## config.mk

```make
export PLATFORM = sky130hd
export DESIGN_NAME = imem_loader
export DESIGN_NICKNAME = d
export VERILOG_FILES = /design/src/rtl/imem_loader.sv
export SDC_FILE = /design/constraint.sdc
export NUM_CORES = 1
export LEC_CHECK = 0
export ABC_AREA = 1
export BUFFER_PORTS_ARGS = -buffer_cell sky130_fd_sc_hd__buf_2
export CORE_ASPECT_RATIO = 1.2
export CORE_MARGIN = 2
export CORE_UTILIZATION = 30
export CTS_BUF_LIST = sky130_fd_sc_hd__clkbuf_8
export CTS_CLUSTER_DIAMETER = 150
export DETAILED_ROUTE_END_ITERATION = 12
export SKIP_LAST_GASP = 1
export SLEW_MARGIN = 0
export SYNTH_ARGS = -nofsm -noshare
export SYNTH_HDL_FRONTEND = slang
export SYNTH_SLANG_ARGS = --single-unit
```

## constraint.sdc

```tcl
create_clock -name clk -period 2.2 [get_ports clk]
set_input_delay 0.22 -clock clk [delete_from_list [all_inputs] [get_ports clk]]
set_output_delay 0.22 -clock clk [all_outputs]
set_load 0.005 [all_outputs]
```

## src/rtl/imem_loader.sv

```systemverilog
// imem_loader: receives a length-prefixed, big-endian byte stream and writes it
// as 32-bit words into instruction memory. The attached MIPS core is held in
// reset until a complete image has been loaded.
// Optional feature macro: CHECKSUM_EN adds a trailing XOR checksum byte
// (covering the length byte and all data bytes). A mismatch ends in ERR.
module imem_loader #(
   parameter int DEPTH_WORDS = 32,
   parameter int AW          = 6
) (
   input  logic          clk,
   input  logic          reset_n,
   input  logic          start,
   input  logic          in_valid,
   input  logic [7:0]    in_data,
   output logic          in_ready,
   output logic          imem_we,
   output logic [AW-1:0] imem_a,
   output logic [31:0]   imem_wd,
   output logic          cpu_reset,
   output logic          busy,
   output logic          done,
   output logic          err
);

   typedef enum logic [2:0] {
      S_IDLE,
      S_LEN,
      S_DATA,
      S_WRITE,
`ifdef CHECKSUM_EN
      S_CSUM,
`endif
      S_DONE,
      S_ERR
   } state_t;

   state_t        state_q, state_d;
   logic [7:0]    len_q, len_d;            // number of words N in this image
   logic [AW-1:0] idx_q, idx_d;            // index of the word being assembled
   logic [1:0]    byte_cnt_q, byte_cnt_d;  // bytes already placed in word_q
   logic [31:0]   word_q, word_d;          // big-endian shift assembly buffer
   logic [AW-1:0] imem_a_q, imem_a_d;
   logic [31:0]   imem_wd_q, imem_wd_d;
`ifdef CHECKSUM_EN
   logic [7:0]    csum_q, csum_d;          // running XOR of length and data bytes
`endif

   // Registered status outputs, decoded from the next state.
   logic in_ready_q, in_ready_d;
   logic imem_we_q, imem_we_d;
   logic cpu_reset_q, cpu_reset_d;
   logic busy_q, busy_d;
   logic done_q, done_d;
   logic err_q, err_d;

   logic accept;
   logic len_ok;
   logic last_word;

   assign accept    = in_valid && in_ready_q;
   assign len_ok    = (in_data != 8'd0) && (unsigned'(32'(in_data)) <= unsigned'(32'(DEPTH_WORDS)));
   assign last_word = (unsigned'(32'(idx_q)) + 32'd1) >= unsigned'(32'(len_q));

   // Next-state and datapath logic of the load sequencer.
   always_comb begin
      // NOTE: every variable gets a default first so no path leaves it unassigned (no latches).
      state_d    = state_q;
      len_d      = len_q;
      idx_d      = idx_q;
      byte_cnt_d = byte_cnt_q;
      word_d     = word_q;
      imem_a_d   = imem_a_q;
      imem_wd_d  = imem_wd_q;
`ifdef CHECKSUM_EN
      csum_d     = csum_q;
`endif
      case (state_q)
         S_IDLE, S_DONE, S_ERR: begin
            if (start) begin
               state_d    = S_LEN;
               idx_d      = '0;
               byte_cnt_d = '0;
               word_d     = '0;
            end
         end
         S_LEN: begin
            if (accept) begin
               len_d = in_data;
`ifdef CHECKSUM_EN
               csum_d = in_data;
`endif
               state_d = len_ok ? S_DATA : S_ERR;
            end
         end
         S_DATA: begin
            if (accept) begin
               word_d     = {word_q[23:0], in_data};
               byte_cnt_d = byte_cnt_q + 2'd1;
`ifdef CHECKSUM_EN
               csum_d = csum_q ^ in_data;
`endif
               if (byte_cnt_q == 2'd3) begin
                  state_d   = S_WRITE;
                  imem_a_d  = idx_q;
                  imem_wd_d = {word_q[23:0], in_data};
               end
            end
         end
         S_WRITE: begin
            // The index only advances when another word follows, so it never wraps.
            if (!last_word) begin
               idx_d   = idx_q + AW'(1);
               state_d = S_DATA;
            end else begin
`ifdef CHECKSUM_EN
               state_d = S_CSUM;
`else
               state_d = S_DONE;
`endif
            end
         end
`ifdef CHECKSUM_EN
         S_CSUM: begin
            if (accept) begin
               state_d = (in_data == csum_q) ? S_DONE : S_ERR;
            end
         end
`endif
         default: state_d = S_IDLE;
      endcase
   end

   // Output decode of the next state, so every status output is a flop.
   always_comb begin
      in_ready_d  = 1'b0;
      imem_we_d   = 1'b0;
      cpu_reset_d = 1'b1;
      busy_d      = 1'b0;
      done_d      = 1'b0;
      err_d       = 1'b0;
      case (state_d)
         S_LEN, S_DATA: begin
            in_ready_d = 1'b1;
            busy_d     = 1'b1;
         end
`ifdef CHECKSUM_EN
         S_CSUM: begin
            in_ready_d = 1'b1;
            busy_d     = 1'b1;
         end
`endif
         S_WRITE: begin
            imem_we_d = 1'b1;
            busy_d    = 1'b1;
         end
         S_DONE: begin
            done_d      = 1'b1;
            cpu_reset_d = 1'b0;
         end
         S_ERR:   err_d = 1'b1;
         default: ;
      endcase
   end

   // State register with asynchronous reset; the core stays in reset throughout.
   always_ff @(posedge clk or negedge reset_n) begin
      if (!reset_n) begin
         state_q     <= S_IDLE;
         len_q       <= '0;
         idx_q       <= '0;
         byte_cnt_q  <= '0;
         word_q      <= '0;
         imem_a_q    <= '0;
         imem_wd_q   <= '0;
`ifdef CHECKSUM_EN
         csum_q      <= '0;
`endif
         in_ready_q  <= 1'b0;
         imem_we_q   <= 1'b0;
         cpu_reset_q <= 1'b1;
         busy_q      <= 1'b0;
         done_q      <= 1'b0;
         err_q       <= 1'b0;
      end else begin
         // NOTE: non-blocking assignments so all flops update together from pre-edge values.
         state_q     <= state_d;
         len_q       <= len_d;
         idx_q       <= idx_d;
         byte_cnt_q  <= byte_cnt_d;
         word_q      <= word_d;
         imem_a_q    <= imem_a_d;
         imem_wd_q   <= imem_wd_d;
`ifdef CHECKSUM_EN
         csum_q      <= csum_d;
`endif
         in_ready_q  <= in_ready_d;
         imem_we_q   <= imem_we_d;
         cpu_reset_q <= cpu_reset_d;
         busy_q      <= busy_d;
         done_q      <= done_d;
         err_q       <= err_d;
      end
   end

   assign in_ready  = in_ready_q;
   assign imem_we   = imem_we_q;
   assign imem_a    = imem_a_q;
   assign imem_wd   = imem_wd_q;
   assign cpu_reset = cpu_reset_q;
   assign busy      = busy_q;
   assign done      = done_q;
   assign err       = err_q;

endmodule

```

* Word-level counts from Yosys, hierarchy flattened *
Cells that the tools add are included.

storage, ports and cells
  input bits = 12
  register bits = 87
  word-level logic and storage cells = 67

cells by class
  order comparisons = 2
  add/subtract/negate cells = 3
  equality and inequality tests = 14
  muxes and demuxes = 22
  reduce and logical (&&, ||, !) cells = 13

operators with widths
  kind                                                                   count
  24-bit 2-to-1 mux                                                      2
  24-bit one-hot mux with 2 select lines                                 1
  3-bit 2-to-1 mux                                                       6
  3-bit by 2-bit == test with 1-bit output, second input constant        4
  3-bit == test, second input constant                                   4
  6-bit 2-to-1 mux                                                       2
  3-bit one-hot mux with 4 select lines                                  1
  6-bit one-hot mux with 2 select lines                                  1
  3-bit AND reduction                                                    3
  7-bit by 8-bit greater-or-equal comparator with 1-bit output           1
  8-bit by 6-bit <= comparator with 1-bit output, second input constant  1
  8-bit nonzero test                                                     1
  6-bit by 1-bit adder with 7-bit output, second input constant          1
  6-bit by 1-bit adder with 6-bit output, second input constant          1
  3-bit by 1-bit == test with 1-bit output, second input constant        2
  1-bit 2-to-1 mux                                                       6
  2-bit != test, second input constant                                   3
  3-bit OR reduction                                                     2
  2-bit 2-to-1 mux                                                       2
  2-bit one-hot mux with 2 select lines                                  1
  2-bit nonzero test                                                     2
  3-bit zero test                                                        1
  2-bit by 1-bit adder with 2-bit output, second input constant          1
  2-bit == test, second input constant                                   1
  3 further kinds                                                        4

* Longest topological paths before layout *
  word-level depth = 8
  mapped depth = 14

* Worst setup path before layout *
OpenSTA, ideal clock, no wires.

  path type = register to register
  start = reg idx_q[0]
  end = reg busy_q (netlist: busy)
  arrival time = 1.827 ns
  path slack = 0.254 ns
  period minus slack after synthesis = 1.946 ns
  library setup time = 0.119 ns
  buffers on the path = 0
  cell stages (with the launch flop) = 13
  cells stage by stage = dfrtp_1 -> ha_1 -> nand3_1 -> xor2_1 -> inv_1 -> ha_1 -> nand2_1 -> nor2_1 -> nand2_1 -> nand3_1 -> nand3_1 -> nor2_1 -> nor2_1

between the ends
  word-level cells in the longest chain between the ends = 7
  elaborated cells between the ends (all ways) = 9
  classes of those cells = add/sub (1); order compare (1); eq/ne (3); mux (3); reduce/logical (1)

ends and longest elaborated chain
  item                                                                                                  RTL line  text
  start, declared                                                                                       39        logic [AW-1:0] idx_q, idx_d;
  start signal, assigned                                                                                188       idx_q <= idx_d;
  6-bit by 1-bit adder with 7-bit output (*)                                                            62        assign last_word = (unsigned'(32'(idx_q)) + 32'd1) >= unsigned'(32'(len_q));
  7-bit by 8-bit greater-or-equal comparator with 1-bit output (*)                                      62
  3-bit 2-to-1 mux (*)                                                                                  111       if (!last_word) begin
  3-bit one-hot mux with 4 select lines (*)                                                             77        case (state_q)
  named net state_d[1]                                                                                  37        state_t state_q, state_d;
  3-bit by 2-bit == test with 1-bit output or 3-bit by 1-bit == test with 1-bit output (tied branches)  141       case (state_d)
  3-bit OR reduction (no line) (*)                                                                      n/a
  1-bit 2-to-1 mux (*)                                                                                  141
  named net busy_d                                                                                      52        logic busy_q, busy_d;
  end signal, assigned                                                                                  199       busy_q <= busy_d;
  end, declared                                                                                         52

Mark *: on every way through the listed nets, which the timed path passes. The rest lies on a longest branch.
A chain may end at the register's enable or synchronous reset.

* Worst setup path in the final report *
  start = reg idx_q[1]
  end = reg done_q (netlist: done)

between the ends
  word-level cells in the longest chain between the ends = 6

ends and longest elaborated chain
  item                                                          RTL line  text
  6-bit by 1-bit adder with 7-bit output                        62
  7-bit by 8-bit greater-or-equal comparator with 1-bit output  62
  3-bit 2-to-1 mux                                              111
  3-bit one-hot mux with 4 select lines                         77
  3-bit == test                                                 141
  1-bit 2-to-1 mux                                              141
  named net done_d                                              53        logic done_q, done_d;
  end signal, assigned                                          200       done_q <= done_d;
  end, declared                                                 53

The timed path passes the listed nets, and every way through them passes these cells.

==> impl_metrics.env <==
export IMPL_clk_latency_ps=360
export IMPL_r2r_end="done"
export IMPL_wl_met1_mm=3.81
export IMPL_num_vias=2851
export IMPL_firstDrtPassIters=4
export IMPL_hold_viol=0
export IMPL_power_leakage_uw=0.00228
export IMPL_synth_compound_area_share_pct=11.7
export IMPL_rr_startpoint="idx_q[1]"
export IMPL_worstSetupPathType="reg -> reg"
export IMPL_ff2ff_path_depth=14
export IMPL_synthMuxAreaShare_pct=0
export IMPL_grt_max_degree=53
export IMPL_portBuffers=55
export IMPL_layoutNonFillerInstCount=640
export IMPL_synth_seq_cells=87
export IMPL_coreArea_um2=12200
export IMPL_finClkSkew_ps=10.6
export IMPL_root_buffer="clkbuf_8"
export IMPL_syn_to_final_growth_pct=21.7
export IMPL_start_util_pct=31.0
export IMPL_path_cells="nand3_2, nor2_2, nand2_2, xor2_2, inv_2, ha_4, nand2_1, nor2_2, nand2_2, nand3_4, inv_2, nor2_2, nand2_1, nor2_1"
export IMPL_drt_wl_total_mm=8.53
export IMPL_cts_tree="built"
export IMPL_drc=0
export IMPL_end_kind="register"
export IMPL_critPathMostFrequentCell="nor2_2"
export IMPL_dp_hpwl_mm=6.00
export IMPL_tightest_slew_ps=494
export IMPL_r2r_setup_slack_ps=90
export IMPL_nets=495
export IMPL_setup_violations=0
export IMPL_place_inst=621
export IMPL_cap_viol_max_count=0
export IMPL_route_met3_wl_um=257
export IMPL_yosysSeqAreaShare_pct=57.8
export IMPL_maxSlewHeadroom_pct=67.1
export IMPL_gr_total_overflow=0
export IMPL_hold_ws_ps=126
export IMPL_netlist_area_um2=3770
export IMPL_critical_path_slowest_cell="dfrtp_1"
export IMPL_dieArea_um2=13500
export IMPL_rows=44
export IMPL_syn_inst=414
export IMPL_htree_levels=3
export IMPL_ir_drop_uv=566
export IMPL_crit_path_start="idx_q[1]"
export IMPL_top_layer="met4"
export IMPL_ys_warn_count=0
export IMPL_drive_above_1_share_pct=24.2
export IMPL_yosys_cell_types_count=23
export IMPL_cp_start_kind="register"
export IMPL_worstPathRequired_ps=2480
export IMPL_wl_met2_mm=4.29
export IMPL_critPathArrivalTime_ps=2390
export IMPL_synth_xor_area_share_pct=0.929
export IMPL_first_iter_violations=137
export IMPL_gp_congestion=0.807
export IMPL_synth_adder_area_share_pct=2.99
export IMPL_crit_end="done"
export IMPL_cpPeakStageDelay_ps=440
export IMPL_final_max_slew_viol_count=0
export IMPL_top_level_ports=56
export IMPL_synth_top_family_by_area="simple AND/OR/NAND/NOR gates"
export IMPL_fin_crit_sh_pct=95.8
export IMPL_numClockSinks=87
export IMPL_hp_class="in -> reg"
export IMPL_placed_cell_area_um2=4220
export IMPL_utilization_pct=37.7
export IMPL_most_common_layout_cells="nand2_1 (84), dfrtp_1 (84), inv_1 (66), o21ai_0 (60), buf_2 (54)"
export IMPL_grtUsageTotal_pct=13.2
export IMPL_syn_nets=435
export IMPL_antenna_found_initial=0
export IMPL_wl_per_cell_um=13.3
export IMPL_final_cell_area_um2=4590
export IMPL_synthSimpleGateAreaFrac_pct=16.4
export IMPL_syn_area_per_cell_um2=9.11
export IMPL_num_antenna_cells=0
export IMPL_die_w_um=106
export IMPL_die_h_um=127
export IMPL_clk_pin_slew_ps=90
export IMPL_cts_buffer_depth=2
export IMPL_outcome="complete, no violations"
export IMPL_numCtsBuffers=9
export IMPL_fmax_mhz=474
export IMPL_grt_pass1_wl_mm=13.9
export IMPL_worst_path_max_fanout=4
export IMPL_grt_pass1_vias=2903
export IMPL_period_minus_slack_ps=2110
export IMPL_power_density_nw_per_um2=927
export IMPL_viasPerCell=4.45
export IMPL_drtAntennaViolNets=0
==> flip-flops by register name, indices dropped and copies added (netlist names), 2 cells and up <==
register,count
imem_wd,32
word_q,24
len_q,8
idx_q,6
imem_a,6
state_q,3
byte_cnt_q,2
==> how the worst min path moves through the flow <==
| stage | depth (start not counted) | start | slack, ps | end |
|---|---|---|---|---|
| after detailed placement | 1 | reset_n | 220 | imem_wd[18] |
| after global placement | 1 | reset_n | 220 | imem_wd[18] |
| after CTS | 3 | in_data[0] | 110 | word_q[0] |
| after global routing | 3 | in_data[0] | 130 | word_q[0] |
| final | 3 | in_data[0] | 130 | word_q[0] |
| after floorplan | 0 | reset_n | -80 | busy |
==> cell type report <==
class                           instances  area, µm²
Clock inverter                          6       61.3
Tap cell                              161        201
Multi-Input combinational cell        241       1350
Clock buffer                           10        138
Sequential cell                        87       2180
Inverter                               70        265
Fill cell                            1227       7580
Timing Repair Buffer                   65        397
==> layer usage <==
metal | global-route usage (%) | vias to the layer above
li1 | - | 1430
met1 | 16.6 | 1363
met2 | 22.0 | 47
met3 | 2.36 | 11
met4 | 6.11 | 0
met5 | 0 | -
==> logic make-up (layout without fill, tap and decap cells) <==
group,count (synthesis),after routing
and+or+nand+nor,144,144
xor gates and xnor gates,4,4
DFF,87,87
adders and majority gates,9,9
buffers and inverters,86,151
AOI/OAI and AO/OA,84,84
==> repair_timing <==
item | CTS | global route
resized for setup | 0 | 33
endpoints found under the setup margin | 0 | 11
hold buffers | 1 | 0
hold endpoints to repair | 36 | 0
buffers inserted | 0 | 2
==> through the flow <==
stage | setup slack [ps] | TNS [ps] | power (µW)
after floorplan | 254 | 0 | 2750
after global placement | 170 | 0 | 3010
after detailed placement | 97.6 | 0 | 3050
after CTS | 86.3 | 0 | 4190
after global routing | -41.5 | -78.0 | 4540
final | 92.0 | 0 | 4250
==> synthesized netlist by cell type <==
| cell | number | area (µm²) |
|---|---|---|
| xor2_1 | 4 | 35.0 |
| buf_6 | 7 | 78.8 |
| inv_1 | 67 | 251 |
| a21oi_4 | 1 | 16.3 |
| o22ai_1 | 3 | 18.8 |
| nor3_1 | 1 | 5.00 |
| o21ai_1 | 12 | 60.1 |
| nand3_1 | 36 | 180 |
| a21oi_1 | 5 | 25.0 |
| ha_1 | 9 | 113 |
| dfstp_2 | 1 | 26.3 |
| nor2_2 | 1 | 6.26 |
| nor2_1 | 16 | 60.1 |
| inv_4 | 1 | 6.26 |
| buf_2 | 3 | 15.0 |
| nand2_1 | 87 | 327 |
| o22ai_2 | 1 | 12.5 |
| nand2_2 | 1 | 6.26 |
| nand3_4 | 2 | 35.0 |
| o21ai_0 | 62 | 310 |
| inv_2 | 2 | 7.51 |
| clkbuf_1 | 6 | 22.5 |
| dfrtp_1 | 86 | 2150 |
==> power breakdown <==
| part | internal, µW | switching [µW] | leakage [µW] |
|---|---|---|---|
| Clock | 550 | 577 | 0.0000957 |
| Sequential | 1770 | 98.7 | 0.00118 |
| Combinational | 421 | 838 | 0.000999 |
==> critical path: cells and delay by family (launching register included) <==
kind                     cells  cell delay (ps)
XOR/XNOR                     1              180
adder cells (fa/ha/maj)      1              270
flip-flops                   1              440
AND/OR/NAND/NOR             10             1000
buffers and inverters        2              130
No activity file was read; power rests on OpenSTA's default activity.
